### config.mk
export PLATFORM = sky130hd
export DESIGN_NAME = spwm_gate_driver
export DESIGN_NICKNAME = d
export VERILOG_FILES = /design/src/rtl/spwm_gate_driver.sv
export SDC_FILE = /design/constraint.sdc
export NUM_CORES = 1
export LEC_CHECK = 0
export CORE_MARGIN = 1
export CORE_UTILIZATION = 47
export CTS_CLUSTER_DIAMETER = 100
export DETAILED_ROUTE_END_ITERATION = 8
export PLACE_DENSITY = 0.76
export SETUP_SLACK_MARGIN = 0.05
export SYNTH_ARGS = -nofsm -noshare
export SYNTH_HDL_FRONTEND = slang
export SYNTH_SLANG_ARGS = --single-unit
### constraint.sdc
create_clock -name clk -period 2.55 [get_ports clk]
set_clock_uncertainty 0.15 [all_clocks]
set_input_delay 0.6375 -clock clk [delete_from_list [all_inputs] [get_ports clk]]
set_output_delay 0.6375 -clock clk [all_outputs]
set_load 0.05 [all_outputs]
### src/rtl/spwm_gate_driver.sv
// -----------------------------------------------------------------------------
// spwm_gate_driver
//   Sinusoidal-PWM gate driver for one half-bridge leg.
//
//   The triangular carrier is registered. Its direction is tracked so that
//   peaks and valleys can be flagged. A double-buffered modulator sample is
//   compared against the registered carrier to form the PWM demand. A gate FSM
//   turns that demand into complementary high/low gate drives and inserts
//   DEAD_CYCLES clocks of both-off time around every swap.
//
// Parameters
//   DEAD_CYCLES  dead-time length in clk cycles, 1..255
//   UPDATE_MODE  0: shadow modulator applied at valleys only
//                1: shadow modulator applied at peaks and valleys
//
// Ports
//   clk           in   system clock
//   rst_n         in   asynchronous active-low reset
//   enable        in   1 = leg active, 0 = both gates off
//   carrier       in   [15:0] triangular carrier sample, unsigned
//   modulator     in   [15:0] modulating sample, unsigned
//   mod_valid     in   one-cycle strobe, loads modulator into the pending slot
//   gate_hi       out  high-side gate, active high, registered
//   gate_lo       out  low-side gate, active high, registered
//   duty_active   out  [15:0] modulator value used for the comparison
//   peak_pulse    out  one-cycle pulse after a detected carrier peak
//   valley_pulse  out  one-cycle pulse after a detected carrier valley
//   dbg_state     out  [2:0] gate FSM state, for observation only
//
// Handshake: mod_valid is a plain one-cycle strobe with no ready. Every strobe
// is accepted and overwrites any value still pending.
// -----------------------------------------------------------------------------
module spwm_gate_driver #(
  parameter int DEAD_CYCLES = 8,
  parameter int UPDATE_MODE = 0
) (
  input  logic        clk,
  input  logic        rst_n,
  input  logic        enable,
  input  logic [15:0] carrier,
  input  logic [15:0] modulator,
  input  logic        mod_valid,
  output logic        gate_hi,
  output logic        gate_lo,
  output logic [15:0] duty_active,
  output logic        peak_pulse,
  output logic        valley_pulse,
  output logic [2:0]  dbg_state
);

  typedef enum logic [2:0] {
    S_OFF   = 3'd0,
    S_LO_ON = 3'd1,
    S_DT_LH = 3'd2,
    S_HI_ON = 3'd3,
    S_DT_HL = 3'd4
  } state_t;

  // The counter is loaded with DEAD_CYCLES-1. The exit edge happens when it
  // reads zero, so the leg spends exactly DEAD_CYCLES cycles with both gates off.
  localparam logic [7:0] DEAD_LOAD   = 8'(DEAD_CYCLES - 1);
  localparam logic       UPD_AT_PEAK = (UPDATE_MODE != 0);

  logic [15:0] r_carrier_q;
  logic        r_dir_down;
  logic        r_peak;
  logic        r_valley;
  logic [15:0] r_pending;
  logic        r_pending_full;
  logic [15:0] r_duty;
  state_t      r_state;
  logic [7:0]  r_cnt;
  logic        r_gate_hi;
  logic        r_gate_lo;

  logic        w_peak_evt;
  logic        w_valley_evt;
  logic        w_update_evt;
  logic        w_demand;
  state_t      w_next_state;
  logic [7:0]  w_next_cnt;

  // Extreme detection compares the incoming sample against the previous one.
  // Equal samples hold the direction.
  assign w_peak_evt   = !r_dir_down && (carrier < r_carrier_q);
  assign w_valley_evt =  r_dir_down && (carrier > r_carrier_q);
  assign w_update_evt = w_valley_evt || (UPD_AT_PEAK && w_peak_evt);

  // Strict unsigned compare. A duty of 0 never demands high, and a duty of
  // 65535 drops demand only when the carrier sits at full scale.
  assign w_demand = (r_duty > r_carrier_q);

  // Carrier input stage and extreme detection
  always_ff @(posedge clk or negedge rst_n) begin
    if (!rst_n) begin
      r_carrier_q <= '0;
      r_dir_down  <= 1'b0;
      r_peak      <= 1'b0;
      r_valley    <= 1'b0;
    end else begin
      r_carrier_q <= carrier;
      r_peak      <= w_peak_evt;
      r_valley    <= w_valley_evt;
      if (w_peak_evt) begin
        r_dir_down <= 1'b1;
      end else if (w_valley_evt) begin
        r_dir_down <= 1'b0;
      end
    end
  end

  // Modulator double buffer. On an update event the older pending value is
  // applied first. A strobe in the same cycle then refills the pending slot
  // for the next event.
  always_ff @(posedge clk or negedge rst_n) begin
    if (!rst_n) begin
      r_pending      <= '0;
      r_pending_full <= 1'b0;
      r_duty         <= '0;
    end else begin
      if (w_update_evt && r_pending_full) begin
        r_duty         <= r_pending;
        r_pending_full <= 1'b0;
      end
      if (mod_valid) begin
        r_pending      <= modulator;
        r_pending_full <= 1'b1;
      end
    end
  end

  // Gate FSM: state register, dead counter and gate registers
  always_ff @(posedge clk or negedge rst_n) begin
    if (!rst_n) begin
      r_state   <= S_OFF;
      r_cnt     <= '0;
      r_gate_hi <= 1'b0;
      r_gate_lo <= 1'b0;
    end else begin
      r_state   <= w_next_state;
      r_cnt     <= w_next_cnt;
      // Gates are decoded from the next state so that they switch on the
      // same edge as the state change, not one cycle later.
      r_gate_hi <= (w_next_state == S_HI_ON);
      r_gate_lo <= (w_next_state == S_LO_ON);
    end
  end

  // Gate FSM: next-state logic
  always_comb begin
    w_next_state = r_state;
    w_next_cnt   = r_cnt;
    if (!enable) begin
      // Disabling drops both gates at once. No dead time is needed because
      // nothing is being turned on.
      w_next_state = S_OFF;
      w_next_cnt   = '0;
    end else begin
      case (r_state)
        S_OFF: begin
          w_next_state = S_LO_ON;
        end
        S_LO_ON: begin
          if (w_demand) begin
            w_next_state = S_DT_LH;
            w_next_cnt   = DEAD_LOAD;
          end
        end
        S_HI_ON: begin
          if (!w_demand) begin
            w_next_state = S_DT_HL;
            w_next_cnt   = DEAD_LOAD;
          end
        end
        S_DT_LH, S_DT_HL: begin
          // At the end of dead time the leg follows the present demand. A
          // demand glitch shorter than the dead time therefore returns the leg
          // to the side it left, without a pulse on the other side.
          if (r_cnt == 8'd0) begin
            w_next_state = w_demand ? S_HI_ON : S_LO_ON;
          end else begin
            w_next_cnt = r_cnt - 8'd1;
          end
        end
        default: begin
          w_next_state = S_OFF;
          w_next_cnt   = '0;
        end
      endcase
    end
  end

  assign gate_hi      = r_gate_hi;
  assign gate_lo      = r_gate_lo;
  assign duty_active  = r_duty;
  assign peak_pulse   = r_peak;
  assign valley_pulse = r_valley;
  assign dbg_state    = r_state;

endmodule

==> results of run 1 <==
where the power goes:
part,switching (mW),internal (mW)
Combinational,1.35,1.17
Sequential,0.187,1.24
Clock,0.402,0.475
state kept, by name (all words and copies together) (netlist names):
register and count:
r_carrier_q 16, duty_active 16, gate_lo 1, dbg_state 3
r_cnt 8, r_dir_down 1, r_pending_full 1, peak_pulse 1
gate_hi 1, r_pending 16, valley_pulse 1
area by class of cell:
cell class / count / share of cell area [%]
multi-input cells: 190 / 39.2
flip-flops and latches: 65 / 33.1
repair buffers: 106 / 19.8
clock buffers: 11 / 2.85
well taps: 80 / 2.02
inverters: 25 / 1.89
clock inverters: 5 / 1.11
cells by family (layout without fill, tap and decap cells):
group / count (synthesis) / after routing
DFF: 65 / 65
adders and majority gates: 35 / 35
xor gates and xnor gates: 1 / 1
AOI/OAI and AO/OA: 49 / 49
and+or+nand+nor: 71 / 71
buffers and inverters: 32 / 147
muxes: 34 / 34
worst max-delay path, delay by kind of cell (launching register included):
kind	cells	cell delay, ps
and+or+nand+nor	3	440
buffers and inverters	1	180
AOI/OAI and AO/OA	3	1150
DFF	1	430
adders and majority gates	1	250
worst paths after layout:
check	endpoint	cells past startpoint	slack, ps
worst max-delay path	dbg_state[0]	8	-140
worst max register to register	dbg_state[0]	8	-140
min in group clk	r_carrier_q[9]	1	290
max in group asynchronous	r_cnt[2]	3	1400
worst min register to register	duty_active[14]	1	350
worst min-delay path	r_pending_full	1	100
repair_timing:
item                                   in CTS  in global routing
gates cloned                                1                  0
setup buffers                               9                  1
endpoints found under the hold margin       0                  0
resized for setup                          69                  8
setup endpoints to repair                  29                 31
pin swaps                                  20                 10
per-layer routing:
layer / vias up / part of all wire (%) / track usage, %
li1: 1246 / - / -
met1: 1277 / 43 / 29.5
met3: 14 / 3.7 / 6.26
met2: 58 / 51 / 43.0
met5: - / 0 / 0
met4: 0 / 2.3 / 10.6
cell usage after synthesis, drive strengths merged, types with 4 or more instances:
library cell | number | area [sq um]
nor2 | 15 | 63.8
o22ai | 7 | 43.8
mux2 | 32 | 360
o21ai | 8 | 40.0
inv | 25 | 93.8
nand2 | 21 | 78.8
dfrtp | 65 | 1630
ha | 34 | 425
clkbuf | 4 | 15.0
nor3 | 8 | 40.0
nand4 | 5 | 31.3
a21oi | 14 | 70.1
through the flow:
stage / utilization (%) / power [mW] / setup TNS, ps / instances
CTS: 73.0 / 4.78 / -1360 / 481
detailed placement: 66.3 / 3.72 / -11140 / 455
global placement: 66.3 / 3.65 / -9720 / 455
floorplan: - / 2.84 / -695 / 287
global route: 73.4 / 5.08 / -4200 / 482
finish: 73.4 / 4.83 / -2000 / 482
==> impl_metrics.env, run 1 <==
export IMPL_status="complete, but fails checks"
export IMPL_violations="negative setup slack"
export IMPL_hold_path_class="in -> async"
export IMPL_die_area_sq_um=7320
export IMPL_leakage_nw=2.27
export IMPL_drt_initial_drc_count=76
export IMPL_tightestPinTransition_ps=549
export IMPL_finalCritPeriodShare_pct=105
export IMPL_grt_overflow=0
export IMPL_drtPass1Iterations=4
export IMPL_start_kind="flip-flop"
export IMPL_grt_max_degree=41
export IMPL_die_x_um=85.5
export IMPL_vias=2595
export IMPL_worst_slew_margin_rel_pct=63.4
export IMPL_synth_top_flop_cell="dfrtp_1"
export IMPL_synth_edf_count=0
export IMPL_port_buffers=58
export IMPL_crit_slowest_cell="a2111o_1"
export IMPL_fp_dieH_um=85.5
export IMPL_critical_path_startpoint="duty_active[14]"
export IMPL_yosys_warnings=0
export IMPL_dpl_worst_slack_ps=-571
export IMPL_ctsHoldBuffers=0
export IMPL_cts_buffers=9
export IMPL_post_drt_wl_per_cell_um=17.7
export IMPL_num_nets_final=467
export IMPL_rsz0062_at_grt="yes"
export IMPL_diodes=0
export IMPL_place_gp_congestion=0.860
export IMPL_syn_num_nets=357
export IMPL_clock_sinks=65
export IMPL_r2r_start="duty_active[14]"
export IMPL_crit_path_cell_trace="ha_4 -> nand4_1 -> nor3_2 -> a2111o_1 -> o31a_4 -> a311oi_4 -> buf_4 -> and2b_1"
export IMPL_num_fill_cells=457
export IMPL_setup_viol=27
export IMPL_synth_top_family_by_area="adder cells"
export IMPL_syn_area_per_cell_sq_um=11.4
export IMPL_initial_core_util_pct=48.6
export IMPL_period_minus_slack_ps=2690
export IMPL_drc=0
export IMPL_clkLatencyLatePin_ps=350
export IMPL_critPathKind="reg -> reg"
export IMPL_fin_area_sq_um=4960
export IMPL_ys_ff_latch=65
export IMPL_slowest_delay_ps=450
export IMPL_final_cell_mix="dfrtp_1 (54), buf_4 (43), clkdlybuf4s50_1 (37)"
export IMPL_maxSlewViolCount=0
export IMPL_io_pins=59
export IMPL_ant_nets=0
export IMPL_seq_area_sq_um=1640
export IMPL_hold_slack_ps=95.5
export IMPL_drive_gt1_share_pct=41.0
export IMPL_multi_input_area_sq_um=1940
export IMPL_crit_fanout=3
export IMPL_peakVddDrop_mv=0.576
export IMPL_yosys_area_share_simple_pct=11.0
export IMPL_core_area_sq_um=6760
export IMPL_endpoint_kind="flip-flop"
export IMPL_critPathRequiredTime_ps=2650
export IMPL_yosys_area_share_xor_xnor_pct=0.267
export IMPL_yosysSeqAreaShare_pct=49.6
export IMPL_vias_per_cell=5.38
export IMPL_clockBufferDepth=2
export IMPL_synth_area_sq_um=3280
export IMPL_grt_pass1_wl_um=13600
export IMPL_ys_types=47
export IMPL_synth_compound_area_share_pct=10.4
export IMPL_grt_usage_pct=24.8
export IMPL_clk_pin_slew_worst_paths_ps=80
export IMPL_async_reset_ff_share_pct=100
export IMPL_cts_htree_levels=3
export IMPL_rows=30
export IMPL_layout_setup_ws_ps=-138
export IMPL_crit_arrival_ps=2790
export IMPL_yosys_area_share_adder_pct=13.3
export IMPL_wl_um=8550
export IMPL_synthCells=287
export IMPL_layout_commonest_cell="dfrtp_1"
export IMPL_grt_pass1_vias=2806
export IMPL_antenna_found_initial=0
export IMPL_hold_viol_final=0
export IMPL_cts_tree="done"
export IMPL_area_growth_pct=51.1
export IMPL_synthMuxAreaShare_pct=11.6
export IMPL_placed_area_sq_um=4480
export IMPL_maxCapViolCount=0
export IMPL_cts_root_buf="clkbuf_8"
export IMPL_p_per_area_nw_per_um2=974
export IMPL_fmax_mhz=372
export IMPL_dpl_hpwl_um=5690
Power figures use the tool's default switching activity.
==> inputs of run 2 (changes only) <==
- CORE_ASPECT_RATIO: not set -> 0.75
==> run 2 against run 1 <==
Against the previous run: the run still ends with negative setup slack left; critical path depth up 2; setup slack worse by 2.7 ps; sequential share of layout area up 0.41 points; flip-flop and latch count unchanged; highest routed layer unchanged.
==> impl_metrics.env, run 2 (synthesis gave the netlist of run 1 again) <==
export IMPL_status="complete, but fails checks"
export IMPL_violations="negative setup slack"
export IMPL_critPathKind="reg -> reg"
export IMPL_drtPass1Iterations=7
export IMPL_rows=25
export IMPL_vias_per_cell=5.44
export IMPL_drive_gt1_share_pct=39.0
export IMPL_leakage_nw=2.25
export IMPL_grt_max_degree=24
export IMPL_clkLatencyLatePin_ps=340
export IMPL_place_inst=464
export IMPL_drt_initial_drc_count=60
export IMPL_cts_tree="done"
export IMPL_period_minus_slack_ps=2690
export IMPL_port_buffers=58
export IMPL_fin_util_pct=75.3
export IMPL_highest_signal_layer="met4"
export IMPL_maxCapViolCount=0
export IMPL_dr_wl_met2_um=4140
export IMPL_rrSetupSlack_ps=-140
export IMPL_fmax_mhz=372
export IMPL_diodes=0
export IMPL_post_drt_wl_per_cell_um=17.3
export IMPL_start_kind="flip-flop"
export IMPL_die_area_sq_um=7320
export IMPL_setup_viol=11
export IMPL_clk_pin_slew_worst_paths_ps=70
export IMPL_initial_core_util_pct=50.4
export IMPL_num_nets_final=468
export IMPL_reg2regPathDepth=10
export IMPL_grt_pass1_vias=2711
export IMPL_ant_nets=0
export IMPL_wl_um=8390
export IMPL_rsz0062_at_grt="yes"
export IMPL_clockBufferDepth=2
export IMPL_dpl_hpwl_um=5950
export IMPL_vias=2634
export IMPL_area_growth_pct=49.2
export IMPL_layout_setup_ws_ps=-141
export IMPL_crit_fanout=4
export IMPL_cts_root_buf="clkbuf_8"
export IMPL_layout_commonest_cell="dfrtp_1"
export IMPL_cts_htree_levels=3
export IMPL_hold_path_class="in -> async"
export IMPL_layout_cells_non_filler=484
export IMPL_total_power_mw=4.80
export IMPL_core_area_sq_um=6510
export IMPL_die_x_um=98.5
export IMPL_place_gp_congestion=0.840
export IMPL_crit_arrival_ps=2770
export IMPL_wl_met3_um=351
export IMPL_io_pins=59
export IMPL_finalCritPeriodShare_pct=106
export IMPL_grt_overflow=0
export IMPL_antenna_found_initial=0
export IMPL_final_cell_mix="dfrtp_1 (54), buf_4 (46), clkdlybuf4s50_1 (40)"
export IMPL_maxSlewViolCount=0
export IMPL_fp_dieH_um=74.4
export IMPL_tightestPinTransition_ps=532
export IMPL_critPathRequiredTime_ps=2630
export IMPL_ctsHoldBuffers=0
export IMPL_setup_tns_ps=-867
export IMPL_peakVddDrop_mv=0.696
export IMPL_drc=0
export IMPL_drt_met1_wl_um=3750
export IMPL_fin_area_sq_um=4900
export IMPL_endpoint_kind="flip-flop"
export IMPL_grt_usage_pct=25.0
export IMPL_placed_area_sq_um=4530
export IMPL_worst_slew_margin_rel_pct=64.4
export IMPL_grt_pass1_wl_um=13500
export IMPL_p_per_area_nw_per_um2=980
export IMPL_clock_sinks=65
export IMPL_hold_viol_final=0
export IMPL_cts_buffers=9
==> run 2: cell types whose count changed in the layout (fill, tap and decap cells not counted), sizes merged <==
| cell | delta |
|---|---|
| dlymetal6s2s | -2 |
| clkdlybuf4s15 | +1 |
| clkinv | +1 |
| dlygate4sd2 | -1 |
| clkinvlp | -1 |
| buf | +1 |
| clkdlybuf4s50 | +3 |
| clkbuf | -2 |
| bufinv | +1 |
==> run 2: report_power, final <==
group,switching [mW],internal (mW)
registers,0.168,1.24
clock network,0.394,0.545
logic,1.31,1.14
total,1.88,2.92
==> run 2: final cells by class <==
cell class,count,area (sq um)
Clock inverter,6,82.6
Fill cell,433,1610
Inverter,25,93.8
Multi-Input combinational cell,190,1890
Tap cell,81,101
Clock buffer,10,128
Timing Repair Buffer,107,965
Sequential cell,65,1640
==> run 2: critical path: stages, from the launching register on <==
cell      delay [ps]
dfrtp_1          390
inv_2            100
ha_4             210
nand4_1          160
nor3_1            90
a2111o_1         460
o31a_4           330
nor3_4           180
a311oi_4          70
buf_4            180
o221a_1          250
==> run 2: worst paths after layout <==
| check | start | endpoint |
|---|---|---|
| max in group asynchronous | rst_n | duty_active[8] |
| worst min-delay path | rst_n | r_carrier_q[1] |
| worst max register to register | r_carrier_q[13] | r_cnt[1] |
| worst max-delay path | r_carrier_q[13] | r_cnt[1] |
| min in group clk | carrier[0] | r_carrier_q[0] |
| worst min register to register | r_pending[15] | duty_active[15] |
==> run 2: what timing repair did <==
item                       CTS  global route
setup endpoints to repair   28            28
setup buffers                4             1
pin swaps                   16             9
gates resized for setup     57             5
==> run 2: metrics by stage <==
| stage | hold WS, ps | setup WS (ps) |
|---|---|---|
| after floorplan | 192 | -61.4 |
| after global placement | 308 | -511 |
| after detailed placement | 340 | -560 |
| after CTS | 102 | -106 |
| after global routing | 109 | -247 |
| final | 98.4 | -141 |
==> run 2: per-layer routing <==
layer,vias up,global-route usage [%]
met1,1324,31.1
met4,0,9.45
met2,47,41.6
met3,12,7.80
li1,1251,-
met5,-,0
==> inputs of run 3 (changes only) <==
- CORE_MARGIN: 1 -> not set
==> results of run 3 <==
Final layout, timing and power as in run 2 (identical DEF).
